**src/rtl/lcd_pkg.sv**
```systemverilog
// +----------------------------------------------------------------------+
// | lcd_pkg : shared constants and address helpers for lcd_controller    |
// | Revision: 1.0                                                        |
// +----------------------------------------------------------------------+
`default_nettype none

package lcd_pkg;

    localparam int         STATE_W     = 2;
    localparam logic [1:0] ST_IDLE     = 2'd0;
    localparam logic [1:0] ST_CLEARING = 2'd1;
    localparam logic [1:0] ST_BUSY     = 2'd2;

    localparam logic [7:0] SPACE_CHAR  = 8'h20;
    localparam logic [6:0] LINE0_END   = 7'h27;
    localparam logic [6:0] LINE1_START = 7'h40;
    localparam logic [6:0] LINE1_END   = 7'h67;
    localparam logic [6:0] LINE_LEN    = 7'd40;
    localparam int         DDRAM_CELLS = 80;
    localparam logic [6:0] CELL_COUNT  = 7'd80;

    // Opcode masks, listed from highest decode priority to lowest
    localparam logic [7:0] OP_SET_DDRAM = 8'h80;
    localparam logic [7:0] OP_NO_EFFECT = 8'h70;
    localparam logic [7:0] OP_DISPLAY   = 8'h08;
    localparam logic [7:0] OP_ENTRY     = 8'h04;
    localparam logic [7:0] OP_HOME      = 8'h02;
    localparam logic [7:0] OP_CLEAR     = 8'h01;

    function automatic logic ac_valid(input logic [6:0] a);
        return (a <= LINE0_END) || ((a >= LINE1_START) && (a <= LINE1_END));
    endfunction

    function automatic logic [6:0] ac_to_index(input logic [6:0] a);
        return (a >= LINE1_START) ? (a - LINE1_START + LINE_LEN) : a;
    endfunction

    function automatic logic [6:0] ac_step(input logic [6:0] a, input logic inc);
        logic [6:0] n;
        n = a;
        if (inc) begin
            if (a == LINE0_END)      n = LINE1_START;
            else if (a == LINE1_END) n = 7'h00;
            else                     n = a + 7'd1;
        end else begin
            if (a == 7'h00)            n = LINE1_END;
            else if (a == LINE1_START) n = LINE0_END;
            else                       n = a - 7'd1;
        end
        return n;
    endfunction

endpackage

`default_nettype wire

```
**src/rtl/lcd_ddram.sv**
```systemverilog
// +----------------------------------------------------------------------+
// | lcd_ddram : 80x8 display RAM, one write port, two registered reads   |
// | Revision: 1.0                                                        |
// +----------------------------------------------------------------------+
`default_nettype none

module lcd_ddram
    import lcd_pkg::*;
(
    input  logic       clk,
    input  logic       reset,
    input  logic       wr_en,
    input  logic [6:0] wr_idx,
    input  logic [7:0] wr_data,
    input  logic [6:0] bus_idx,
    output logic [7:0] bus_data,
    input  logic [6:0] dbg_idx,
    output logic [7:0] dbg_data
);

    logic [7:0] r_mem [DDRAM_CELLS];
    logic [7:0] r_bus;
    logic [7:0] r_dbg;

    always_ff @(posedge clk) begin
        if (wr_en && (wr_idx < CELL_COUNT)) begin
            r_mem[wr_idx] <= wr_data;
        end
    end

    // Reads see the pre-write contents when addressing the cell being written
    always_ff @(posedge clk) begin
        if (reset) begin
            r_bus <= 8'h00;
            r_dbg <= 8'h00;
        end else begin
            r_bus <= (bus_idx < CELL_COUNT) ? r_mem[bus_idx] : 8'h00;
            r_dbg <= (dbg_idx < CELL_COUNT) ? r_mem[dbg_idx] : 8'h00;
        end
    end

    assign bus_data = r_bus;
    assign dbg_data = r_dbg;

endmodule

`default_nettype wire

```
**src/rtl/lcd_controller.sv**
```systemverilog
// +----------------------------------------------------------------------+
// | lcd_controller : HD44780-style character LCD controller model        |
// | Optional LCD_DROP_FLAG_EN adds sticky write_dropped output.          |
// | Revision: 1.0                                                        |
// +----------------------------------------------------------------------+
`default_nettype none

module lcd_controller
    import lcd_pkg::*;
#(
    parameter int BUSY_CYCLES  = 40,
    parameter int CLEAR_CYCLES = 1520
) (
    input  logic       clk,
    input  logic       reset,
    input  logic [7:0] lcd_data_in,
    input  logic       lcd_rs,
    input  logic       lcd_rw,
    input  logic       lcd_e,
    output logic [7:0] lcd_data_out,
    output logic       lcd_data_oe,
    output logic       display_on,
    output logic       cursor_on,
    output logic       blink_on,
    output logic       busy,
    input  logic [6:0] disp_addr,
    output logic [7:0] disp_char
`ifdef LCD_DROP_FLAG_EN
    ,
    output logic       write_dropped
`endif
);

    localparam int CNT_W = $clog2(((CLEAR_CYCLES > BUSY_CYCLES) ? CLEAR_CYCLES : BUSY_CYCLES) + 1);
    localparam logic [CNT_W-1:0] C_BUSY_LOAD = CNT_W'(BUSY_CYCLES - 1);
    localparam logic [CNT_W-1:0] C_HOME_LOAD = CNT_W'(CLEAR_CYCLES - 1);
    localparam logic [CNT_W-1:0] C_TAIL_LOAD = CNT_W'((CLEAR_CYCLES > DDRAM_CELLS) ? (CLEAR_CYCLES - DDRAM_CELLS - 1) : 0);
    localparam logic [CNT_W-1:0] C_LAST_CELL = CNT_W'(DDRAM_CELLS - 1);
    localparam logic             C_HAS_TAIL  = (CLEAR_CYCLES > DDRAM_CELLS);

    logic [STATE_W-1:0] r_state;
    logic [CNT_W-1:0]   r_cnt;
    logic [6:0]         r_ac;
    logic               r_id;
    logic               r_e_q;
    logic               r_disp, r_cur, r_blink;
    logic               r_oe, r_rd_rs;
    logic [7:0]         r_status;

    logic       w_busy, w_fall, w_accept;
    logic       w_data_wr, w_data_rd, w_instr;
    logic       w_clearing;
    logic [7:0] w_bus_q;

    assign w_busy     = (r_state != ST_IDLE);
    assign w_clearing = (r_state == ST_CLEARING);
    assign w_fall     = r_e_q & ~lcd_e;
    assign w_accept   = w_fall & ~w_busy;
    assign w_data_wr  = w_accept &  lcd_rs & ~lcd_rw;
    assign w_data_rd  = w_accept &  lcd_rs &  lcd_rw;
    assign w_instr    = w_accept & ~lcd_rs & ~lcd_rw;

    lcd_ddram u_ddram (
        .clk      (clk),
        .reset    (reset),
        .wr_en    (~reset & (w_clearing | w_data_wr)),
        .wr_idx   (w_clearing ? r_cnt[6:0] : ac_to_index(r_ac)),
        .wr_data  (w_clearing ? SPACE_CHAR : lcd_data_in),
        .bus_idx  (ac_to_index(r_ac)),
        .bus_data (w_bus_q),
        .dbg_idx  (ac_valid(disp_addr) ? ac_to_index(disp_addr) : 7'h7F),
        .dbg_data (disp_char)
    );

    always_ff @(posedge clk) begin
        if (reset) begin
            r_state  <= ST_CLEARING;
            r_cnt    <= '0;
            r_ac     <= 7'h00;
            r_id     <= 1'b1;
            r_e_q    <= 1'b0;
            r_disp   <= 1'b0;
            r_cur    <= 1'b0;
            r_blink  <= 1'b0;
            r_oe     <= 1'b0;
            r_rd_rs  <= 1'b0;
            r_status <= 8'h00;
        end else begin
            r_e_q    <= lcd_e;
            r_oe     <= lcd_e & lcd_rw;
            r_rd_rs  <= lcd_rs;
            r_status <= {w_busy, r_ac};
            case (r_state)
                ST_CLEARING: begin
                    if (r_cnt == C_LAST_CELL) begin
                        r_cnt   <= C_TAIL_LOAD;
                        r_state <= C_HAS_TAIL ? ST_BUSY : ST_IDLE;
                    end else begin
                        r_cnt <= r_cnt + 1'b1;
                    end
                end
                ST_BUSY: begin
                    if (r_cnt == '0) r_state <= ST_IDLE;
                    else             r_cnt   <= r_cnt - 1'b1;
                end
                default: begin
                    if (w_data_wr || w_data_rd) begin
                        r_ac    <= ac_step(r_ac, r_id);
                        r_state <= ST_BUSY;
                        r_cnt   <= C_BUSY_LOAD;
                    end else if (w_instr) begin
                        r_state <= ST_BUSY;
                        r_cnt   <= C_BUSY_LOAD;
                        if ((lcd_data_in & OP_SET_DDRAM) != 8'h00) begin
                            r_ac <= ac_valid(lcd_data_in[6:0]) ? lcd_data_in[6:0] : 7'h00;
                        end else if ((lcd_data_in & OP_NO_EFFECT) != 8'h00) begin
                            r_ac <= r_ac;
                        end else if ((lcd_data_in & OP_DISPLAY) != 8'h00) begin
                            r_disp  <= lcd_data_in[2];
                            r_cur   <= lcd_data_in[1];
                            r_blink <= lcd_data_in[0];
                        end else if ((lcd_data_in & OP_ENTRY) != 8'h00) begin
                            r_id <= lcd_data_in[1];
                        end else if ((lcd_data_in & OP_HOME) != 8'h00) begin
                            r_ac  <= 7'h00;
                            r_cnt <= C_HOME_LOAD;
                        end else if ((lcd_data_in & OP_CLEAR) != 8'h00) begin
                            r_ac    <= 7'h00;
                            r_id    <= 1'b1;
                            r_cnt   <= '0;
                            r_state <= ST_CLEARING;
                        end
                    end
                end
            endcase
        end
    end

`ifdef LCD_DROP_FLAG_EN
    logic r_dropped;

    always_ff @(posedge clk) begin
        if (reset)                           r_dropped <= 1'b0;
        else if (w_fall && !lcd_rw && w_busy) r_dropped <= 1'b1;
    end

    assign write_dropped = r_dropped;
`endif

    assign lcd_data_out = r_oe ? (r_rd_rs ? w_bus_q : r_status) : 8'h00;
    assign lcd_data_oe  = r_oe;
    assign display_on   = r_disp;
    assign cursor_on    = r_cur;
    assign blink_on     = r_blink;
    assign busy         = w_busy;

endmodule

`default_nettype wire

```
**config.mk**
```make
export PLATFORM = sky130hd
export DESIGN_NAME = lcd_controller
export DESIGN_NICKNAME = d
export VERILOG_FILES = /design/src/rtl/lcd_pkg.sv /design/src/rtl/lcd_ddram.sv /design/src/rtl/lcd_controller.sv
export SDC_FILE = /design/constraint.sdc
export NUM_CORES = 1
export LEC_CHECK = 0
export BUFFER_PORTS_ARGS = -buffer_cell sky130_fd_sc_hd__buf_2
export CORE_MARGIN = 2
export CORE_UTILIZATION = 55
export CTS_CLUSTER_SIZE = 24
export DETAILED_ROUTE_END_ITERATION = 7
export HOLD_SLACK_MARGIN = 0.02
export PLACE_DENSITY = 0.71
export REMOVE_ABC_BUFFERS = 1
export SLEW_MARGIN = 5
export SYNTH_ARGS = -nofsm -noshare
export SYNTH_HDL_FRONTEND = slang
export SYNTH_SLANG_ARGS = --single-unit
```
**constraint.sdc**
```tcl
create_clock -name clk -period 6.84 [get_ports clk]
set_clock_uncertainty 0.05 [all_clocks]
set_input_delay 1.71 -clock clk [delete_from_list [all_inputs] [get_ports clk]]
set_output_delay 1.71 -clock clk [all_outputs]
set_load 0.02 [all_outputs]
```
# --- After elaboration in Yosys (flattened, before gate mapping) ---
# Memory sizes are Yosys's and may differ from the RTL's. A register that Yosys moved wholly into a read port is not among the register bits.
# Cells that the tools add are included.
# Widths: inputs -> output; s select.
classes:
  n_reduce_logical: 22
  magnitude_cmp: 10
  bitwise_logic: 22
  add_sub_neg: 8
  n_eq_ne: 13
  muxes: 48
op_table:
  columns: ["operator", "n"]
  rows:
  - ["$mux 7", 18]
  - ["$mux 11", 9]
  - ["$mux 8", 3]
  - ["$pmux 11 s2", 1]
  - ["$ge 7x7->1 const B", 3]
  - ["$lt 7x7->1 const B", 3]
  - ["$mux 2", 10]
  - ["$add 7x6->7 const B", 2]
  - ["$eq 7x7->1 const B", 2]
  - ["$le 7x6->1 const B", 2]
  - ["$le 7x7->1 const B", 2]
  - ["$sub 7x7->7 const B", 2]
  - ["$not 1->1", 12]
  - ["$reduce_and 6->1", 2]
  - ["$add 11x1->11 const B", 1]
  - ["$eq 11x7->1 const B", 1]
  - ["$logic_not 11->1", 1]
  - ["$sub 11x1->11 const B", 1]
  - ["$and 1x1->1", 9]
  - ["$reduce_and 8->1", 1]
  - ["$reduce_bool 4->1", 2]
  - ["$reduce_bool 8->1", 1]
  - ["$add 7x1->7 const B", 1]
  - ["$eq 7x6->1 const B", 1]
  - ["18 further kinds", 33]
totals:
  ff_bits: 35
  elab_cells: 135
  memories: 1
  ram_bits: 640
  in_bits: 20
  output_inout_bits: 21
memory_table:
  columns: ["memory", "depth", "width", "read_ports", "rd_ports_with_merged_regs", "write_ports", "line", "rtl"]
  rows:
  - ["u_ddram.r_mem", 80, 8, 2, 2, 1, "lcd_ddram.sv:21", "logic [7:0] r_mem [DDRAM_CELLS];"]

# --- Longest topological paths before layout ---
depth:
  word_depth: 10
  mapped_depth: 14
  depth_no_buf: 9

# --- Modules after synthesis ---
# Synthesis repeated with hierarchy kept, for this count alone.
hier_totals:
  cells_unflattened: 1968
  hier_area_um2: 33611.0
modules_own_cells:
  columns: ["mod", "n_inst", "seq_area_each_um2", "area_per_inst_um2", "cells_each"]
  rows:
  - ["lcd_ddram", 1, 19538.7, 30759.5, 1592]
  - ["lcd_controller", 1, 700.7, 2851.5, 376]

# --- Worst setup path after synthesis ---
# No wires, ideal clock.
synth_timing:
  path_type: "input to register"
  from: "input port lcd_data_in[0]"
  to: "memory u_ddram.r_mem[0][0], data pin"
  setup_slack_ps: 2512
  t_required_ps: 6198
  t_arrival_ps: 3686
  path_buffers: 0
  setup_ps: 592
  cell_stages: 1
  path_cell_list: "nor2b_1"
synth_between:
  elab_chain_cells: 1
synth_rtl:
  columns: ["element", "line", "rtl"]
  rows:
  - ["from (decl)", "lcd_controller.sv:16", "input logic [7:0] lcd_data_in,"]
  - ["$mux 8", "lcd_controller.sv:68", ".wr_data (w_clearing ? SPACE_CHAR : lcd_data_in),"]
  - ["to (decl)", "lcd_ddram.sv:21", null]
# No other way between the ends.

# --- Worst setup path after layout ---
layout_timing:
  from: "input port disp_addr[3]"
  to: "register u_ddram.r_dbg[7], in the netlist u_ddram.dbg_data[7] (read register of u_ddram.r_mem)"
layout_between:
  elab_chain_cells: 7
  word_cells_on_any_way: 12
  classes_between: "add/sub: 2; order compare: 4; mux: 2; bitwise: 1; reduce/logical: 3"
layout_rtl:
  columns: ["element", "line", "rtl"]
  rows:
  - ["from (decl)", "lcd_controller.sv:26", "input logic [6:0] disp_addr,"]
  - ["$sub 7x7->7, or another cell as far along", "lcd_pkg.sv:35", "return (a >= LINE1_START) ? (a - LINE1_START + LINE_LEN) : a;"]
  - ["$add 7x6->7 / $logic_and 1x1->1 (equally long branches)", "lcd_pkg.sv:35, lcd_pkg.sv:31", null]
  - ["$mux 7 / $logic_or 1x1->1 (equally long branches)", "lcd_pkg.sv:35, lcd_pkg.sv:31", null]
  - ["$mux 7 *", "lcd_controller.sv:71", ".dbg_idx (ac_valid(disp_addr) ? ac_to_index(disp_addr) : 7'h7F),"]
  - ["$lt 7x7->1", "lcd_ddram.sv:38", "r_dbg <= (dbg_idx < CELL_COUNT) ? r_mem[dbg_idx] : 8'h00;"]
  - ["$not 1->1 (no line)", null, null]
  - ["$reduce_or 2->1 (no line)", null, null]
  - ["to (decl)", "lcd_ddram.sv:23", "logic [7:0] r_dbg;"]
# Every way passes the cells marked *; elsewhere a longest branch is shown, timed or not.
# A chain may end at the register's enable or synchronous reset.

==> metrics.yaml <==
outcome:
  status: "finished, final reports clean"
global_route:
  overflow: 0
  antenna_found_initial: 2
  grt_pass1_wl_um: 154900
  grt_max_degree: 106
  grt_use_total_pct: 31.98
  grt_pass1_vias: 23200
critical_path:
  crit_buf_inv: 3
  criticalPathCategory: "in2reg"
  r2r_cells: 9
  worst-path-max-fanout: 38
  cp_cell_sequence: "buf_2 -> inv_1 -> ha_1 -> nand2b_2 -> nand2b_2 -> buf_4 -> a211oi_1 -> a311o_1 -> a21oi_1 -> a211oi_1 -> a41oi_1"
  reg2reg_slack_ns: 2.42
  r2r-end: "u_ddram.r_mem[62][5]"
  crit_required_ns: 7.34
  worst_setup_path_end_kind: "flip-flop"
  critical_path.top_delay_family: "simple AND/OR/NAND/NOR gates"
  worstPathArrival_ns: 5.65
  max_stage_delay_ns: 0.95
  cpMaxStageDelayCell: "nand2b_2"
  r2r_start: "r_ac[3]"
  cp-start-kind: "primary input"
clock_tree:
  clk_pin_slew_ns: 0.06
  cts_tree: "built"
  numCtsBuffers: 74
  cts_resized: 0
  clock-sinks: 691
  cts_buffer_depth: 3
  cts_max_level: 3
  clockRootBuffer: "clkbuf_16"
  cts_hold_buf: 0
  clock_latency_ns: 0.63
  post-cts-setup-buffers: 0
yosys:
  syn_area_um2: 34770
  synth_cell_types: 89
  synth_ff_type: "edfxtp_1"
  ys.warnings.count: 0
  async_reset_ff_share_pct: 0
  synth_area_leaders: "edfxtp_1 55%, mux4_2 14%, mux2i_1 3.6%"
  netlist_instances: 2407
  yosysSeqAreaShare_pct: 58.21
  synth_top_area_cell: "edfxtp_1"
  synth.avg_cell_area_um2: 14.45
  netlist.area_leader.share_pct: 55.27
  ys_ff_latch: 691
  synth_edf_count: 640
timing:
  hold_ws_ns: 0.4385
  fin_crit_ns: 5.154
  rsz0062_at_grt: "false"
  finalSetupViolCount: 0
  worstMarginPinSlew_ns: 1.301
  hold_viol_final: 0
  timing.final.crit_share_pct: 75.35
  fin_ws_ns: 1.686
  fmax_ghz: 0.1940
  max-slew-margin-rel_pct: 12.94
  drv_slew: 0
place:
  dp_cells: 3132
  io_buffers: 40
  dp_slack_ns: 1.235
  dpl_cell_area_um2: 35510
  hpwlAfterDp_um: 65790
  place_congestion: 0.9211
floorplanning:
  initial_utilization_pct: 55.42
  die_y_um: 255.4
  rows: 92
  design.die.area_um2: 65240
  die_w_um: 255.4
  boundaryPins: 41
  core-area_um2: 62740
layout:
  multiInputGateArea_um2: 13510
  layout-drive-gt1-share_pct: 20.01
  register_area_um2: 20250
  layout.cells.non_filler: 3268
  area_growth_pct: 8.867
  fin_util_pct: 60.34
  nFillCells: 4609
  design_area_um2: 37850
  finalNetCount: 2395
detailed_routing:
  first_pass_iters: 6
  drt_iter0_drc: 3533
  wl_per_cell_um: 32.17
  via_per_inst: 7.358
  ant_nets: 0
  vias: 24050
  drt-total-wl_um: 105100
  drc: 0
pwr:
  ir_drop_mv: 0.2036
  p_per_area_nw_per_um2: 284.4
  p_leak_nw: 11.92
worst_hold_path:
  min_to: "r_state[1]"
  min-delay-start: "r_state[1]"
  worstHoldPathCells: 2
  hp-class: "reg2reg"
job:
  maxCapViolations: 0
flip-flops by register name, summed over array words and instances, names as in the netlist:
name and count:
blink_on 1, cursor_on 1, display_on 1, lcd_data_oe 1, r_ac 7, r_cnt 11, r_e_q 1, r_id 1
r_rd_rs 1, r_state 2, r_status 8, u_ddram.bus_data 8, u_ddram.dbg_data 8, u_ddram.r_mem 640
metrics by stage:
stage / total power, mW / setup TNS (ns)
6_report: 10.76 / 0
3_3_place_gp: 6.807 / 0
5_1_grt: 11.06 / 0
3_5_place_dp: 6.867 / 0
2_1_floorplan: 6.162 / -681.07
4_1_cts: 10.74 / 0
layout make-up:
class,instances,area share (%)
Sequential cell,691,53.49
Clock buffer,86,5.067
Clock inverter,47,1.111
Multi-Input combinational cell,1488,35.70
Timing Repair Buffer,87,1.616
Antenna cell,3,0.01983
Inverter,20,0.1983
Tap cell,846,2.796
worst max path at each step:
stage | start | end | slack, ns | cells past startpoint
after floorplan | r_ac[1] | r_ac[0] | -1.72 | 9
after global placement | disp_addr[3] | u_ddram.dbg_data[3] | 0.50 | 10
after detailed placement | disp_addr[3] | u_ddram.dbg_data[7] | 1.24 | 11
after CTS | disp_addr[3] | u_ddram.dbg_data[7] | 1.85 | 11
after global routing | disp_addr[3] | u_ddram.dbg_data[7] | 1.60 | 11
final | disp_addr[3] | u_ddram.dbg_data[7] | 1.69 | 11
layout by cell type, fill, tap and decap left out, types with 23 or more instances in the layout:
cell type    n
nor2b_1     42
a221oi_1    23
a311oi_1    35
clkbuf_16   75
dfxtp_1     48
o22ai_1     40
mux2i_1    125
mux4_2     222
nand3_1     52
buf_2       39
and3_1      27
o21ai_0     75
nor2_1     144
edfxtp_1   640
nor3_1      33
nand2_1    146
buf_4       43
a211oi_1    42
o221ai_1    51
a21oi_1     69
cell families (layout without fill, tap and decap cells):
kind of cell	count (synthesis)	count (layout)	synth area share [%]
other cells	0	3	0
simple gates	552	552	7.870
mux	363	363	18.50
buf+inv	228	240	3.235
compound gates	546	546	11.31
xor+xnor	14	14	0.4066
fa+ha+maj	13	13	0.4678
flops	691	691	58.21
worst register-to-register path: cells and delay by family (launching register included):
| family | cells | cell delay (ns) |
|---|---|---|
| buffers and inverters | 1 | 0.20 |
| AOI/OAI and AO/OA | 2 | 0.58 |
| adders and majority gates | 1 | 0.35 |
| DFF | 1 | 0.62 |
| and+or+nand+nor | 5 | 2.23 |
Yosys cell counts (23+ instances only):
cell      instances
a211oi_1         42
o22ai_1          40
mux2i_1         125
mux4_2          222
nor2_1          147
nor2b_1          49
clkbuf_1         84
a311oi_1         35
nor3_1           33
buf_2            82
nand3_1          52
dfxtp_1          51
edfxtp_1        640
nand2_1         146
a221oi_1         23
nand2b_1         25
o21ai_0          75
o221ai_1         51
and3_1           27
a21oi_1          70
per-layer routing:
metal,GRT usage (%),wire [µm],vias to the layer above
li1,-,-,9747
met4,14.36,5598,2
met1,43.11,37930,11960
met5,0,13,-
met2,49.14,48420,2001
met3,8.532,13180,336
report_power, final:
group / internal, mW / total, mW / leakage (nW) / switching, mW
clock: 2.25 / 3.93 / 1.14 / 1.69
sequential: 5.01 / 5.12 / 6.27 / 0.112
combinational: 0.462 / 1.71 / 4.52 / 1.25
total: 7.72 / 10.8 / 11.9 / 3.05
Power figures use the tool's default switching activity.
